[src/rtl/tl_pkg.sv]
// tl_pkg: lamp/state encodings and default timer intervals for traffic_ctrl
package tl_pkg;
  typedef enum logic [1:0] {HG = 2'd0, HY = 2'd1, FG = 2'd2, FY = 2'd3} state_t;
  localparam logic [1:0] RED = 2'b00;
  localparam logic [1:0] YEL = 2'b01;
  localparam logic [1:0] GRN = 2'b10;
  localparam logic [3:0] T_BASE = 4'd5;
  localparam logic [3:0] T_EXT = 4'd3;
  localparam logic [3:0] T_YEL = 4'd1;
  function automatic logic [3:0] lamps(input state_t s);
    return s == HG ? {GRN, RED} : s == HY ? {YEL, RED} : s == FG ? {RED, GRN} : {RED, YEL};
  endfunction
endpackage

[src/rtl/sensor_sync.sv]
// sensor_sync: 2-flop synchronizer for the farm sensor plus a set/clear request latch
module sensor_sync (
  input  logic clk,
  input  logic reset_sync,
  input  logic sensor,
  input  logic clr,
  output logic sens_s,
  output logic req
);
  logic r_s1, r_s2, r_req;
  always_ff @(posedge clk) begin
    if (reset_sync) begin
      r_s1 <= 1'b0;
      r_s2 <= 1'b0;
      r_req <= 1'b0;
    end else begin
      r_s1 <= sensor;
      r_s2 <= r_s1;
      r_req <= !clr && (r_req || r_s2);
    end
  end
  assign sens_s = r_s2;
  assign req = r_req;
endmodule

[src/rtl/traffic_ctrl.sv]
// traffic_ctrl: highway/farm intersection FSM driving a countdown timer
module traffic_ctrl
  import tl_pkg::*;
(
  input  logic       clk,
  input  logic       reset_sync,
  input  logic       sensor,
  input  logic       expired,
  output logic       start_t,
  output logic [3:0] tp_val,
  output logic [1:0] hw_light,
  output logic [1:0] fr_light,
  output logic [1:0] phase
);
  state_t r_state, w_next;
  logic [3:0] r_tp, w_tp, w_lamps;
  logic [1:0] r_hw, r_fr;
  logic r_start, r_guard, r_boot, r_min_done, r_ext_used;
  logic w_start, w_set_ext, w_exp, w_sens_s, w_req, w_clr;
  // expiry pulses are untrustworthy while the timer is being restarted
  assign w_exp = expired && !r_start && !r_guard;
  assign w_clr = r_state == FG || w_next == FG;
  sensor_sync u_sync (
    .clk(clk),
    .reset_sync(reset_sync),
    .sensor(sensor),
    .clr(w_clr),
    .sens_s(w_sens_s),
    .req(w_req)
  );
  always_ff @(posedge clk) begin
    if (reset_sync) begin
      r_state <= HG;
      r_tp <= T_BASE;
      r_start <= 1'b0;
      r_guard <= 1'b0;
      r_boot <= 1'b1;
      r_min_done <= 1'b0;
      r_ext_used <= 1'b0;
      r_hw <= GRN;
      r_fr <= RED;
    end else begin
      r_state <= w_next;
      r_tp <= w_tp;
      r_start <= w_start || r_boot;
      r_guard <= r_start;
      r_boot <= 1'b0;
      r_min_done <= (r_state == FY && w_exp) ? 1'b0 : r_min_done || (r_state == HG && w_exp);
      r_ext_used <= (r_state == HY && w_exp) ? 1'b0 : r_ext_used || w_set_ext;
      {r_hw, r_fr} <= w_lamps;
    end
  end
  always_comb begin
    w_next = r_state;
    w_tp = r_tp;
    w_start = 1'b0;
    w_set_ext = 1'b0;
    case (r_state)
      HG: if ((r_min_done || w_exp) && (w_req || w_sens_s)) begin
        w_next = HY;
        w_tp = T_YEL;
        w_start = 1'b1;
      end
      HY: if (w_exp) begin
        w_next = FG;
        w_tp = T_BASE;
        w_start = 1'b1;
      end
      FG: if (w_exp) begin
        w_next = (w_sens_s && !r_ext_used) ? FG : FY;
        w_tp = (w_sens_s && !r_ext_used) ? T_EXT : T_YEL;
        w_set_ext = w_sens_s && !r_ext_used;
        w_start = 1'b1;
      end
      FY: if (w_exp) begin
        w_next = HG;
        w_tp = T_BASE;
        w_start = 1'b1;
      end
    endcase
  end
  always_comb w_lamps = lamps(w_next);
  assign start_t = r_start;
  assign tp_val = r_tp;
  assign hw_light = r_hw;
  assign fr_light = r_fr;
  assign phase = r_state;
endmodule
[config.mk]
export PLATFORM = sky130hd
export DESIGN_NAME = traffic_ctrl
export DESIGN_NICKNAME = d
export VERILOG_FILES = /design/src/rtl/tl_pkg.sv /design/src/rtl/sensor_sync.sv /design/src/rtl/traffic_ctrl.sv
export SDC_FILE = /design/constraint.sdc
export NUM_CORES = 1
export LEC_CHECK = 0
export ABC_CLOCK_PERIOD_IN_PS = 2800
export BUFFER_PORTS_ARGS = -buffer_cell sky130_fd_sc_hd__buf_2
export CORE_AREA = 3 3 40 42
export CTS_BUF_LIST = sky130_fd_sc_hd__clkbuf_8
export CTS_CLUSTER_DIAMETER = 120
export CTS_CLUSTER_SIZE = 10
export DETAILED_ROUTE_END_ITERATION = 8
export DIE_AREA = 0 0 43 45
export PLACE_DENSITY = 0.88
export SLEW_MARGIN = 20
export SYNTH_ARGS = -nofsm -noshare
export SYNTH_HDL_FRONTEND = slang
export SYNTH_SLANG_ARGS = --single-unit
[constraint.sdc]
create_clock -name clk -period 2.8 [get_ports clk]
set_input_delay 0.42 -clock clk [delete_from_list [all_inputs] [get_ports clk]]
set_output_delay 0.42 -clock clk [all_outputs]
set_load 0.05 [all_outputs]
* Word level (Yosys, flattened, before mapping)
Cells that the tools add are included.
** Cells by class
- Equality and inequality tests :: 8
- Muxes and demuxes :: 19
- Reductions and logical operators :: 27
** Operator list (count)
- $mux W2 :: 6
- $mux W4 :: 3
- $pmux W4 S3 :: 1
- $logic_and A1 B1 Y1 :: 8
- $pmux W2 S4 :: 1
- $reduce_or A2 Y1 :: 4
- $eq A2 B2 Y1 const B :: 3
- $logic_or A1 B1 Y1 :: 6
- $mux W1 :: 6
- $reduce_or A3 Y1 :: 2
- $eq A2 B1 Y1 const B :: 2
- $logic_not A1 Y1 :: 4
- $logic_not A2 Y1 :: 2
- $ne A2 B1 Y1 const B :: 2
- $mux W3 :: 1
- $reduce_and A3 Y1 :: 1
- $ne A2 B2 Y1 const B :: 1
- $pmux W1 S2 :: 1
** Storage, ports and cells
- Register bits after elaboration :: 18
- Output and inout bits :: 11

* Depth between registers and ports, before layout
Gate-level depths: netlist (run 1).
- Word-level depth :: 11
- Depth in mapped cells :: 4

* By module
Synthesis (run 1) repeated with hierarchy kept, for this count alone.
** Second synthesis, totals
- Cell total of the unflattened synthesis :: 67
- Area total of the unflattened synthesis :: 664.4 sq um
** By module, submodules not included
- traffic_ctrl :: instances 1, cells an instance 60, area each 578.1 sq um
- sensor_sync :: instances 1, cells an instance 7, area each 86.3 sq um

* Least setup slack after synthesis (run 1)
No wires, ideal clock.
- Kind :: register to register
- Start point :: register r_state[0], in the netlist phase[0]
- End point :: register r_tp[1], in the netlist tp_val[1]
- Setup time :: 121 ps
- Arrival :: 1416 ps
- Slack :: 1263 ps
- Cell stages (with the launch flop) :: 5
- Period minus slack after synthesis :: 1537 ps
- Cells stage by stage :: dfxtp_1 > clkbuf_8 > nor2_1 > o2bb2ai_1 > mux2_4
** On the way
- Cells in the longest elaborated chain, start to end :: 4
** RTL lines
- start, declared :: line traffic_ctrl.sv:15 : state_t r_state, w_next;
- start signal, assigned :: line traffic_ctrl.sv:43 : r_state <= w_next;
- $eq A2 B2 Y1 or $eq A2 B1 Y1 (tied branches) :: line traffic_ctrl.sv:58 : case (r_state)
- $reduce_or A2 Y1 (no source line)
- $ne A2 B1 Y1 (no source line)
- $reduce_and A3 Y1 (no source line)
- end signal, assigned :: line traffic_ctrl.sv:44 : r_tp <= w_tp;
- end, declared :: line traffic_ctrl.sv:16 : logic [3:0] r_tp, w_tp, w_lamps;
Several ways; a longest one is shown, not always the timed one.
A chain may end at the register's enable or synchronous reset.

* Final worst setup path (run 1)
- Start point :: register r_state[0], in the netlist phase[0]
- End point :: output phase[0]
** RTL lines
- end, declared :: line traffic_ctrl.sv:13 : output logic [1:0] phase
No word-level cell between the ends.

==> impl_metrics.yaml, run 1 <==
floorplan:
  design.die.area_mm2: 0.001935
  start_util_pct: 53.94
  die_w_um: 43
  fp.coreArea_mm2: 0.001285
  die_y_um: 45
  rows: 13
  io_pins: 15
cts:
  cts_buffer_depth: 2
  cts-root-buf: "clkbuf_8"
  cts_tree: "done"
  post_cts_buffers: 0
  clock_latency_ns: 0.25
  clk_pin_slew_ns: 0.06
  cts-buffers-inserted: 3
  cts_resized: 0
  cts.sinks: 16
  cts-htree-levels: 1
  cts_hold_buf: 0
synth:
  ys_warn_count: 0
  syn_area_um2: 693.2
  synth_top_flop_cell: "dfxtp_1"
  synth_top_area_share_pct: 46.21
  synth_cells: 67
  synth_fp_nets: 71
  yosysSeqAreaShare_pct: 46.21
  avgSynthCellArea_um2: 10.35
  async_flop_share_pct: 0
  synth_cell_types: 33
  synth.area.top_cells: "dfxtp_1 46%, nor2b_1 4.5%, nand2b_1 3.6%"
  synth-edff-count: 0
  synth_seq_cells: 16
  synth_top_area_cell: "dfxtp_1"
detailed_routing:
  ant_nets: 0
  via_per_inst: 5.656
  wire_per_inst_um: 12.77
  drt_iter0_drc: 8
  dr.pass1.iters: 4
  drc: 0
  via_count: 526
  totalWireLength_um: 1188
final_layout:
  n_fill_cell: 117
  final_layout_size_suffix_gt1_share_pct: 32.05
  final_cell_mix: "16 x dfxtp_1, 12 x buf_2, 5 x nor2b_1"
  regArea_um2: 320.3
  mostFrequentLayoutCell: "dfxtp_1"
  nets: 83
  diodes: 0
  multi_input_area_um2: 314.1
  area.growth.synth_to_final_pct: 12.45
grt:
  grt_pass1_wl_um: 2063
  grt_pass1_vias: 462
  grtUsageTotal_pct: 15.38
  grt_overflow: 0
  antenna_found_initial: 0
  grt_max_degree: 18
hold_path:
  hold_end: "u_sync.r_s1$_SDFF_PP0_"
  hold_path_class: "in2reg"
  holdCritStartpoint: "sensor"
  holdPathStages: 2
placed_design:
  dp_slack_ns: 1.339
  port_buffers: 12
  place_congestion: 0.7794
  dpl.hpwl_um: 860.4
outcome:
  status: "completed"
run:
  drv_cap: 0
timing:
  hold_viol_final: 0
  tns_ns: 0
  setup_violations: 0
  fmax_mhz: 632.3
  rsz0062_at_grt: "no"
  fin_ws_ns: 1.218
  fin_crit_ns: 1.582
  finClkSkew_ns: 0.001445
  min_period_over_period_pct: 56.48
  drv_slew: 0
critical_path:
  crit_arrival_ns: 1.16
  cp_top_family: "flip-flops"
  crit_slowest_cell: "dfxtp_1"
  crit_path_max_incr_delay_ns: 0.57
  path_buf_inv: 1
  worstReg2RegEnd: "tp_val[1]$_SDFFE_PP0P_"
  r2r_setup_slack_ns: 1.38
  r2r_start: "phase[0]$_SDFF_PP0_"
  reg2reg_depth: 3
  path_cells: "buf_2"
  crit_path_end_kind: "output pin"
  crit_cells: 1
  crit_required_ns: 2.38
  critPathKind: "reg2out"
  crit_fanout: 12
  startpoint_type: "flip-flop"
power:
  p_leak_nw: 0.3172
  vdd_drop_max_mv: 0.4280
  powerDensity_mw_per_mm2: 748.5
==> power by group <==
group / total [mW] / internal [mW] / leakage, nW / switching [mW]
Combinational: 0.117 / 0.0376 / 0.157 / 0.0793
Sequential: 0.269 / 0.247 / 0.131 / 0.0217
Clock: 0.198 / 0.125 / 0.0288 / 0.0733
==> flip-flops by register name, indices dropped and copies added (netlist names) <==
register,cells
tp_val,2
u_sync.sens_s,1
hw_light,2
r_ext_used,1
u_sync.req,1
phase,2
u_sync.r_s1,1
r_min_done,1
start_t,1
r_guard,1
r_boot,1
fr_light,2
==> metal layers <==
metal / up-vias / global-route usage, % / wire length [um]
li1: 254 / - / -
met1: 237 / 17.33 / 502
met2: 31 / 22.16 / 530
met3: 4 / 7.171 / 119
met4: 0 / 12.65 / 36
met5: - / 0 / 0
==> synth_stat cells (2+ instances only) <==
cell type and number:
nor2_1 3, dfxtp_1 16, nand2b_1 4, a21oi_1 4
buf_4 3, nand2_1 2, a211oi_1 2, conb_1 2
nor2b_1 5, inv_1 3
==> stage by stage <==
stage               util [%]  total power, mW  hold WS (ns)  cells  instance area (um2)
finish                 60.66           0.5835        0.3791     93                779.5
global route           60.66           0.6085        0.3846     93                779.5
CTS                    60.66           0.5885        0.3749     93                779.5
detailed placement     56.38           0.3895        0.4304     89                724.4
global placement       56.38           0.3862        0.4191     89                724.4
floorplan                  -           0.3723        0.4097     67                693.2
==> final cells by class <==
type | count | area share (%)
inverter | 3 | 1.445
multi-input combinational | 43 | 40.29
tap | 15 | 2.408
timing repair buffer | 12 | 7.705
sequential | 16 | 41.09
clock buffer | 4 | 7.063
==> logic make-up (layout without fill, tap and decap cells) <==
group	Yosys count	count (layout)	synth area share (%)
flops	16	16	46.21
compound gates	17	17	19.67
buf+inv	8	19	8.483
simple gates	23	23	22.38
mux	1	1	2.165
other cells	2	2	1.083
==> worst max path at each step <==
stage | end | startpoint
after floorplan | tp_val[1]$_SDFFE_PP0P_ | phase[0]$_SDFF_PP0_
after global placement | tp_val[1]$_SDFFE_PP0P_ | expired
after detailed placement | tp_val[1]$_SDFFE_PP0P_ | expired
after CTS | phase[0] | phase[0]$_SDFF_PP0_
after global routing | phase[0] | phase[0]$_SDFF_PP0_
final | phase[0] | phase[0]$_SDFF_PP0_
Power figures use the tool's default switching activity.
==> run 2, diff against run 1 <==
--- a/config.mk
+++ b/config.mk
@@ -5,15 +5,15 @@
 export SDC_FILE = /design/constraint.sdc
 export NUM_CORES = 1
 export LEC_CHECK = 0
-export ABC_CLOCK_PERIOD_IN_PS = 2800
+export ABC_CLOCK_PERIOD_IN_PS = 1300
 export BUFFER_PORTS_ARGS = -buffer_cell sky130_fd_sc_hd__buf_2
-export CORE_AREA = 3 3 40 42
+export CORE_MARGIN = 3
+export CORE_UTILIZATION = 49
 export CTS_BUF_LIST = sky130_fd_sc_hd__clkbuf_8
 export CTS_CLUSTER_DIAMETER = 120
 export CTS_CLUSTER_SIZE = 10
 export DETAILED_ROUTE_END_ITERATION = 8
-export DIE_AREA = 0 0 43 45
-export PLACE_DENSITY = 0.88
+export PLACE_DENSITY = 0.87
 export SLEW_MARGIN = 20
 export SYNTH_ARGS = -nofsm -noshare
 export SYNTH_HDL_FRONTEND = slang
==> constraint.sdc (replaced) <==
create_clock -name clk -period 1.3 [get_ports clk]
set_input_delay 0.195 -clock clk [delete_from_list [all_inputs] [get_ports clk]]
set_output_delay 0.195 -clock clk [all_outputs]
set_load 0.05 [all_outputs]
==> impl_metrics.yaml, run 2 (synthesis gave the netlist of run 1 again) <==
outcome:
  status: "completed"
hold_path:
  hold_path_class: "in2reg"
  holdCritStartpoint: "sensor"
detailed_routing:
  wire_per_inst_um: 13.22
  drt_iter0_drc: 6
  dr.pass1.iters: 4
  via_count: 529
  drc: 0
  ant_nets: 0
  via_per_inst: 5.510
  totalWireLength_um: 1269
grt:
  grt_pass1_wl_um: 2201
  antenna_found_initial: 0
  grt_overflow: 0
  grt_pass1_vias: 529
  grtUsageTotal_pct: 15.68
  grt_max_degree: 18
final_layout:
  nets: 87
  area.growth.synth_to_final_pct: 19.86
  final_cell_mix: "12 x dfxtp_1, 12 x buf_2, 5 x nor2b_1"
  final_layout_size_suffix_gt1_share_pct: 43.90
  diodes: 0
  stdcell_count: 96
  final_core_util_pct: 68.31
floorplan:
  io_pins: 15
  design.die.area_mm2: 0.001902
  rows: 12
  start_util_pct: 57.00
  die_w_um: 43.61
  die_y_um: 43.61
  fp.coreArea_mm2: 0.001216
cts:
  clock_latency_ns: 0.25
  clk_pin_slew_ns: 0.06
  cts-htree-levels: 1
  cts_tree: "done"
  cts_hold_buf: 0
  cts_buffer_depth: 2
  cts-buffers-inserted: 3
  cts-root-buf: "clkbuf_8"
  cts.sinks: 16
timing:
  finClkSkew_ns: 0.002151
  fmax_mhz: 793.5
  min_period_over_period_pct: 96.94
  fin_ws_ns: 0.03973
  rsz0062_at_grt: "yes"
  drv_slew: 0
  hold_viol_final: 0
  setup_violations: 0
  fin_crit_ns: 1.260
power:
  vdd_drop_max_mv: 0.8109
  p_leak_nw: 0.3434
  powerDensity_mw_per_mm2: 1573
critical_path:
  crit_path_end_kind: "flip-flop"
  critPathKind: "reg2reg"
  crit_required_ns: 1.44
  r2r_start: "start_t$_SDFF_PP0_"
  critPathLaunch: "start_t$_SDFF_PP0_"
  crit_fanout: 7
  crit_arrival_ns: 1.40
  r2r_setup_slack_ns: 0.04
  startpoint_type: "flip-flop"
run:
  drv_cap: 0
placed_design:
  place_congestion: 0.8024
  dpl.hpwl_um: 882.9
  port_buffers: 12
  placed_cells: 90
  dp_slack_ns: 0.01618
## run 2: cell types whose count changed in the layout (fill, tap and decap cells not counted)
cell / previous run / this run
nor4b_1: 1 / 0
nor2_1: 3 / 2
nor2_2: 0 / 1
dfxtp_4: 0 / 1
dfxtp_2: 0 / 3
o2bb2ai_1: 1 / 0
dfxtp_1: 16 / 12
buf_4: 0 / 4
nor4b_2: 0 / 1
o2bb2ai_2: 0 / 1
## run 2: path summary, 6_finish.rpt
kind                       endpoint  cells past startpoint
min reg2reg      start_t$_SDFF_PP0_                      2
max          hw_light[1]$_SDFF_PP1_                      3
min          u_sync.r_s1$_SDFF_PP0_                      2
max reg2reg  hw_light[1]$_SDFF_PP1_                      3
## run 2: layer usage
| metal | up-vias | part of all wire, % | global-route usage (%) |
|---|---|---|---|
| met1 | 249 | 43 | 17.51 |
| li1 | 260 | - | - |
| met3 | 5 | 5.0 | 4.979 |
| met5 | - | 0 | 0 |
| met2 | 15 | 50 | 25.87 |
| met4 | 0 | 2.7 | 9.036 |
## run 2: timing repair
item | in CTS | in global routing
buffers inserted | 0 | 2
gates resized for setup | 0 | 2
setup endpoints to repair | 0 | 4
## run 2: worst max-delay path, stage by stage (launching register included)
cell and delay, ns:
dfxtp_4 0.36, nor3b_4 0.32, o22ai_2 0.15, a221o_1 0.32
## run 2: area by class of cell
type / count / area [um2]
fill: 89 / 385.4
multi-input combinational: 43 / 329.1
sequential: 16 / 327.8
timing repair buffer: 16 / 90.09
clock buffer: 4 / 55.05
tap: 14 / 17.52
inverter: 3 / 11.26
## run 2: stage by stage
| stage | power (mW) | instance area, um2 | setup TNS, ns | hold WS, ns |
|---|---|---|---|---|
| 6_report | 1.307 | 830.8 | 0 | 0.1573 |
| 3_3_place_gp | 0.8618 | 753.2 | 0 | 0.4088 |
| 4_1_cts | 1.306 | 808.3 | 0 | 0.1570 |
| 3_5_place_dp | 0.8690 | 753.2 | 0 | 0.4159 |
| 2_1_floorplan | 0.8129 | 708.2 | 0 | 0.2227 |
| 5_1_grt | 1.367 | 830.8 | -0.02256 | 0.1763 |
## run 2: power by group
group | leakage, nW | internal [mW] | switching [mW]
Sequential | 0.133 | 0.534 | 0.0345
Clock | 0.0288 | 0.269 | 0.167
Combinational | 0.181 | 0.108 | 0.195
Total | 0.343 | 0.910 | 0.397
